[src/rtl/rgb_fade_pwm_pkg.sv]
// Shared constants and width helpers for the multi-channel fading PWM engine.
package rgb_fade_pkg;

   localparam int WIDTH_DEF       = 8;
   localparam int PRESCALE_DEF    = 46;
   localparam int STEP_FRAMES_DEF = 4;

   function automatic int clog2(input int value);
      int bits;
      bits = 0;
      for (int i = 0; i < 31; i++) begin
         if ((1 << i) < value) bits = i + 1;
      end
      return bits;
   endfunction

   // Counter/index width that never collapses to zero bits.
   function automatic int cnt_bits(input int value);
      return (clog2(value) < 1) ? 1 : clog2(value);
   endfunction

endpackage

[src/rtl/rgb_fade_pwm_if.sv]
// Channel load port: one valid/ready transfer carries channel, duty and fade mode.
interface rgb_fade_pwm_if
   import rgb_fade_pkg::*;
#(
   parameter int CW    = 2,
   parameter int WIDTH = WIDTH_DEF
);
   logic             load_valid;
   logic             load_ready;
   logic [CW-1:0]    load_chan;
   logic [WIDTH-1:0] load_duty;
   logic             load_fade;

   modport master (
      output load_valid, load_chan, load_duty, load_fade,
      input  load_ready
   );

   modport slave (
      input  load_valid, load_chan, load_duty, load_fade,
      output load_ready
   );
endinterface

[src/rtl/rgb_fade_pwm_fade_channel.sv]
// One PWM channel: current/target duty with +-1 ramp steps and a frame-aligned shadow.
module fade_channel
   import rgb_fade_pkg::*;
#(
   parameter int WIDTH = WIDTH_DEF
) (
   input  logic             clk12MHz,
   input  logic             rst_n,
   input  logic             load_stb,
   input  logic             load_fade,
   input  logic [WIDTH-1:0] load_duty,
   input  logic             step_ev,
   input  logic             frame_wrap,
   input  logic [WIDTH-1:0] pwm_cnt,
   output logic             pwm_bit,
   output logic             busy
);

   logic [WIDTH-1:0] cur_q, cur_d;
   logic [WIDTH-1:0] tgt_q, tgt_d;
   logic [WIDTH-1:0] shadow_q, shadow_d;
   logic             pwm_q, pwm_d;
   logic             busy_q, busy_d;

   always_comb begin
      cur_d    = cur_q;
      tgt_d    = tgt_q;
      shadow_d = frame_wrap ? cur_q : shadow_q;
      pwm_d    = (pwm_cnt < shadow_q);
      busy_d   = (cur_q != tgt_q);
      if (step_ev) begin
         if (cur_q < tgt_q) begin
            cur_d = cur_q + WIDTH'(1);
         end else if (cur_q > tgt_q) begin
            cur_d = cur_q - WIDTH'(1);
         end
      end
      // Loads never coincide with a step event, the top holds ready low then.
      if (load_stb) begin
         tgt_d = load_duty;
         if (!load_fade) cur_d = load_duty;
      end
   end

   always_ff @(posedge clk12MHz or negedge rst_n) begin
      if (!rst_n) begin
         cur_q    <= '0;
         tgt_q    <= '0;
         shadow_q <= '0;
         pwm_q    <= 1'b0;
         busy_q   <= 1'b0;
      end else begin
         cur_q    <= cur_d;
         tgt_q    <= tgt_d;
         shadow_q <= shadow_d;
         pwm_q    <= pwm_d;
         busy_q   <= busy_d;
      end
   end

   assign pwm_bit = pwm_q;
   assign busy    = busy_q;

endmodule

[src/rtl/rgb_fade_pwm.sv]
// Multi-channel PWM engine with per-channel linear fade; shared timebase plus
// load port decode feeding one fade_channel per output.
module rgb_fade_pwm
   import rgb_fade_pkg::*;
#(
   parameter int CHANNELS    = 3,
   parameter int WIDTH       = WIDTH_DEF,
   parameter int PRESCALE    = PRESCALE_DEF,
   parameter int STEP_FRAMES = STEP_FRAMES_DEF
) (
   input  logic                clk12MHz,
   input  logic                rst_n,
   rgb_fade_pwm_if.slave       load_if,
   output logic [CHANNELS-1:0] pwm_out,
   output logic [CHANNELS-1:0] busy,
   output logic                frame_start
);

   localparam int CW = cnt_bits(CHANNELS);
   localparam int PW = cnt_bits(PRESCALE + 1);
   localparam int SW = cnt_bits(STEP_FRAMES + 1);

   localparam logic [PW-1:0]    PRESC_MAX = PW'(PRESCALE);
   localparam logic [SW-1:0]    STEP_MAX  = SW'(STEP_FRAMES);
   localparam logic [WIDTH-1:0] CNT_MAX   = '1;

   logic [PW-1:0]    presc_q, presc_d;
   logic [WIDTH-1:0] cnt_q, cnt_d;
   logic [SW-1:0]    step_q, step_d;
   logic             frame_start_q, frame_start_d;
   logic             tick, wrap, step_ev, accept;

   always_comb begin
      tick          = (presc_q == PRESC_MAX);
      wrap          = tick && (cnt_q == CNT_MAX);
      step_ev       = wrap && (step_q == STEP_MAX);
      presc_d       = tick ? '0 : presc_q + PW'(1);
      cnt_d         = tick ? cnt_q + WIDTH'(1) : cnt_q;
      step_d        = step_q;
      if (wrap) step_d = step_ev ? '0 : step_q + SW'(1);
      frame_start_d = wrap;
   end

   always_ff @(posedge clk12MHz or negedge rst_n) begin
      if (!rst_n) begin
         presc_q       <= '0;
         cnt_q         <= '0;
         step_q        <= '0;
         frame_start_q <= 1'b0;
      end else begin
         presc_q       <= presc_d;
         cnt_q         <= cnt_d;
         step_q        <= step_d;
         frame_start_q <= frame_start_d;
      end
   end

   // The step event owns every channel's cur register for that one cycle.
   assign load_if.load_ready = !step_ev;
   assign accept             = load_if.load_valid && !step_ev;
   assign frame_start        = frame_start_q;

   for (genvar c = 0; c < CHANNELS; c++) begin : g_chan
      fade_channel #(
         .WIDTH (WIDTH)
      ) u_chan (
         .clk12MHz   (clk12MHz),
         .rst_n      (rst_n),
         .load_stb   (accept && (load_if.load_chan == CW'(c))),
         .load_fade  (load_if.load_fade),
         .load_duty  (load_if.load_duty),
         .step_ev    (step_ev),
         .frame_wrap (wrap),
         .pwm_cnt    (cnt_q),
         .pwm_bit    (pwm_out[c]),
         .busy       (busy[c])
      );
   end

endmodule
[src/flat_wrapper.sv]
// flat-port wrapper written by rule: the top's interface ports become plain ports
module rgb_fade_pwm_flat import rgb_fade_pkg::*;
#(
   parameter int CHANNELS    = 3,
   parameter int WIDTH       = WIDTH_DEF,
   parameter int PRESCALE    = PRESCALE_DEF,
   parameter int STEP_FRAMES = STEP_FRAMES_DEF
)
  (clk12MHz, rst_n, pwm_out, busy, frame_start, load_if_load_valid, load_if_load_chan, load_if_load_duty, load_if_load_fade, load_if_load_ready);
  rgb_fade_pwm_if #(.WIDTH(WIDTH)) load_if_i ();
  input  logic clk12MHz;
  input  logic rst_n;
  output logic [CHANNELS-1:0] pwm_out;
  output logic [CHANNELS-1:0] busy;
  output logic frame_start;
  input wire logic [$bits(load_if_i.load_valid)-1:0] load_if_load_valid;
  input wire logic [$bits(load_if_i.load_chan)-1:0] load_if_load_chan;
  input wire logic [$bits(load_if_i.load_duty)-1:0] load_if_load_duty;
  input wire logic [$bits(load_if_i.load_fade)-1:0] load_if_load_fade;
  output wire logic [$bits(load_if_i.load_ready)-1:0] load_if_load_ready;
  assign load_if_i.load_valid = load_if_load_valid;
  assign load_if_i.load_chan = load_if_load_chan;
  assign load_if_i.load_duty = load_if_load_duty;
  assign load_if_i.load_fade = load_if_load_fade;
  assign load_if_load_ready = load_if_i.load_ready;
  rgb_fade_pwm #(.CHANNELS(CHANNELS), .WIDTH(WIDTH), .PRESCALE(PRESCALE), .STEP_FRAMES(STEP_FRAMES)) u_core (.clk12MHz(clk12MHz), .rst_n(rst_n), .load_if(load_if_i), .pwm_out(pwm_out), .busy(busy), .frame_start(frame_start));
endmodule
[config.mk]
export PLATFORM = sky130hd
export DESIGN_NAME = rgb_fade_pwm_flat
export DESIGN_NICKNAME = d
export VERILOG_FILES = /design/src/rtl/rgb_fade_pwm_pkg.sv /design/src/rtl/rgb_fade_pwm_if.sv /design/src/rtl/rgb_fade_pwm_fade_channel.sv /design/src/rtl/rgb_fade_pwm.sv /design/src/flat_wrapper.sv
export SDC_FILE = /design/constraint.sdc
export NUM_CORES = 1
export LEC_CHECK = 0
export ABC_CLOCK_PERIOD_IN_PS = 3900
export BUFFER_PORTS_ARGS = -buffer_cell sky130_fd_sc_hd__buf_2
export CORE_MARGIN = 4
export CORE_UTILIZATION = 60
export CTS_BUF_LIST = sky130_fd_sc_hd__clkbuf_2
export DETAILED_ROUTE_END_ITERATION = 12
export MAX_ROUTING_LAYER = met4
export PLACE_DENSITY = 0.78
export SYNTH_ARGS = -nofsm -noshare
export SYNTH_HDL_FRONTEND = slang
export SYNTH_SLANG_ARGS = --single-unit
[constraint.sdc]
create_clock -name clk12MHz -period 3.9 [get_ports clk12MHz]
set_input_delay 0.78 -clock clk12MHz [delete_from_list [all_inputs] [get_ports clk12MHz]]
set_output_delay 0.78 -clock clk12MHz [all_outputs]
set_load 0.01 [all_outputs]
==> impl_metrics.tcl <==
set metrics [dict create \
    grt.total_usage_pct 25.8 \
    synth_compound_area_share_pct 18.5 \
    tritoncts "built" \
    row_count 36 \
    clk_path_buf_depth 2 \
    io_buffer_count 21 \
    worstRegToRegCells 7 \
    dr.pass1.iters 5 \
    ys_async_sr_fraction_pct 100 \
    rsz0062_at_grt "no" \
    slew_headroom_pct 11.7 \
    synthSimpleGateAreaFrac_pct 19.2 \
    overflow 0 \
    worstSetupStartpointType "flop" \
    r2r_start "u_core.presc_q[0]" \
    diodes 0 \
    synthMuxAreaShare_pct 2.55 \
    clk_latency_ps 590 \
    crit_fanout 27 \
    yosysTopAreaCell "dfrtp_1" \
    endpoint_kind "output pin" \
    hold_viol 0 \
    nets 750 \
    r2r_slack_ps 1020 \
    dieWidth_microns 108 \
    wl_per_cell_microns 16.9 \
    synth_area_sq_um 5980 \
    cts-resized-gates 0 \
    tightest_slew_ps 1320 \
    drc 0 \
    r2r_end "u_core.g_chan[1].u_chan.tgt_q[0]" \
    setup.worst_path.end "load_if_load_ready" \
    antenna_found_initial 0 \
    synth.yosys.warnings 0 \
    setup_violations 0 \
    worstSetupPathType "flop to output pin" \
    startpoint "u_core.presc_q[0]" \
    max_freq_mhz 277 \
    outcome "completed" \
    synth_xor_area_share_pct 1.46 \
    syn_area_per_cell_sq_um 8.85 \
    antenna_left 0 \
    cts_inserted_buffers 9 \
    setup-tns-final_ps 0 \
    ys_seq_area_share_pct 40.2 \
    slew_violations 0 \
    cts-root-buf "clkbuf_2" \
    clock-sinks 96 \
    synth_adder_area_share_pct 11.7 \
    period_share_pct 92.6 \
    cts_setup_buffers 0 \
    clkTransAtPathRegs_ps 260 \
    synth_flop_cell "dfrtp_1" \
    hold_buffers 0 \
    dieArea_sq_um 11600 \
    synth_edf_count 0 \
    pin_count 22 \
    maxCapViolations 0 \
    critPathArrivalTime_ps 2830 \
    grt_first_pass_wirelength_mm 23.1 \
    start_util_pct 61.5 \
    hpwl_mm 10.1 \
    synth_top_family_by_area "simple AND/OR/NAND/NOR gates" \
    drive_gt1_share_pct 9.21 \
    die_height_microns 108 \
    ir_drop_v 0.000170 \
    vias 4974 \
    ys_top_cells_by_area "dfrtp_1 (40%), ha_1 (12%), nand2_1 (5.8%)" \
    syn_nets 746 \
    vias_per_cell 6.09 \
    core_sq_um 9730 \
    hold_path_class "input port to async pin" \
    ys_ff_latch 96 \
    gp_congestion 0.882 \
    grt_pass1_vias 4746 \
    finalClockSkew_ps 27.0 \
    final_cells 817 \
    fin_crit_ps 3610 \
    synth_top_area_share_pct 40.2 \
    p_per_area_nw_per_um2 348 \
    grt_max_degree 86 \
    htreeDepth 3 \
    drtIter0Drc 303 \
    p_leak_nw 2.63 \
    whs_ps 354 \
    syn_to_final_growth_pct 4.29 \
    wl_mm 13.8 \
    placed_cells 802 \
    ys_types 58 \
    crit_required_ps 3120 \
    netlist_instances 676 \
]
where the power goes:
group,switching (mW),internal [mW]
sequential,0.106,1.08
clock,0.336,0.141
combinational,0.313,0.196
total,0.756,1.41
worst min path at each step:
stage                     slack, ps                                  end  cells after the start                              from
final                           350  u_core.g_chan[0].u_chan.shadow_q[1]                      1                             rst_n
after global routing            440  u_core.g_chan[0].u_chan.shadow_q[6]                      1                             rst_n
after CTS                       390  u_core.g_chan[0].u_chan.shadow_q[1]                      1                             rst_n
after detailed placement        500     u_core.g_chan[2].u_chan.tgt_q[0]                      1  u_core.g_chan[2].u_chan.tgt_q[0]
after global placement          480                     u_core.step_q[2]                      1                  u_core.step_q[2]
after floorplan                 460                     u_core.step_q[2]                      1                  u_core.step_q[2]
synthesized netlist by cell type (all sizes together) (2+ instances only):
master   instances
mux2            10
clkbuf          20
inv             55
a211o           12
o211ai          23
nor2            32
nand2           93
nand2b           4
or3              5
buf             15
or4              2
xor2             4
xnor2            6
nor3b            3
a31oi            2
a21oi           35
a21o             4
dfrtp           96
nor3            19
o21bai           2
nand3           19
and3             9
nor2b            7
o41ai            3
mux2i            4
nand4b           2
nor4             6
a211oi           3
or2              9
a22o             3
o2111ai          5
ha              56
o21ai           70
a22oi            3
o21a             3
nand4           18
metrics by stage:
| stage | util, % | setup WS [ps] | power [mW] | area (sq um) |
|---|---|---|---|---|
| 3_3_place_gp | 63.1 | 1040 | 1.67 | 6140 |
| 4_1_cts | 64.1 | 303 | 2.17 | 6230 |
| 5_1_grt | 64.1 | 176 | 2.30 | 6240 |
| 2_1_floorplan | - | 1440 | 1.54 | 5980 |
| 6_report | 64.1 | 287 | 2.17 | 6240 |
| 3_5_place_dp | 63.1 | 971 | 1.70 | 6140 |
final cells by class:
class                           instances  area (sq um)
Timing Repair Buffer                   28           160
Inverter                               55           206
Tap cell                              133           166
Fill cell                             859          3490
Clock buffer                           10          50.0
Multi-Input combinational cell        490          3210
Sequential cell                        96          2400
Clock inverter                          5          48.8
layout by cell type (no fill, tap or decap), drive strengths merged, types with 9 or more instances in the layout:
cell	count
dfrtp	96
nand2	93
o21ai	70
ha	56
inv	55
a21oi	35
nor2	32
buf	28
o211ai	23
nand3	19
nor3	19
nand4	18
a211o	12
mux2	10
clkbuf	10
and3	9
or2	9
worst max-delay path, cell delays in order (launching register included):
cell and delay (ps):
dfrtp_1 490, inv_1 80, ha_1 200, nand4_1 170
or2_1 320, nor3_4 450, inv_2 320, buf_2 230
kinds of logic after synthesis:
family / after synthesis
and+or+nand+nor: 234
AOI/OAI and AO/OA: 176
DFF: 96
buffers and inverters: 90
adders and majority gates: 56
muxes: 14
xor gates and xnor gates: 10
per-layer routing:
layer  GRT usage [%]  vias to the layer above  routed length, microns  part of all wire [%]
met5               -                        -                       0                     0
met4            9.65                        0                     308                   2.2
met3            2.70                       21                     704                   5.1
met2            40.7                      136                    6510                    47
met1            34.8                     2410                    6320                    46
li1                -                     2407                       -                     -
flip-flops by register name (all words and copies together) (netlist names), 3 cells and up:
signal                         flops
u_core.cnt_q                       8
u_core.g_chan.u_chan.tgt_q        24
u_core.g_chan.u_chan.cur_q        24
u_core.g_chan.u_chan.pwm_bit       3
u_core.step_q                      3
u_core.g_chan.u_chan.shadow_q     24
u_core.g_chan.u_chan.busy          3
u_core.presc_q                     6
No activity file was read; power rests on OpenSTA's default activity.
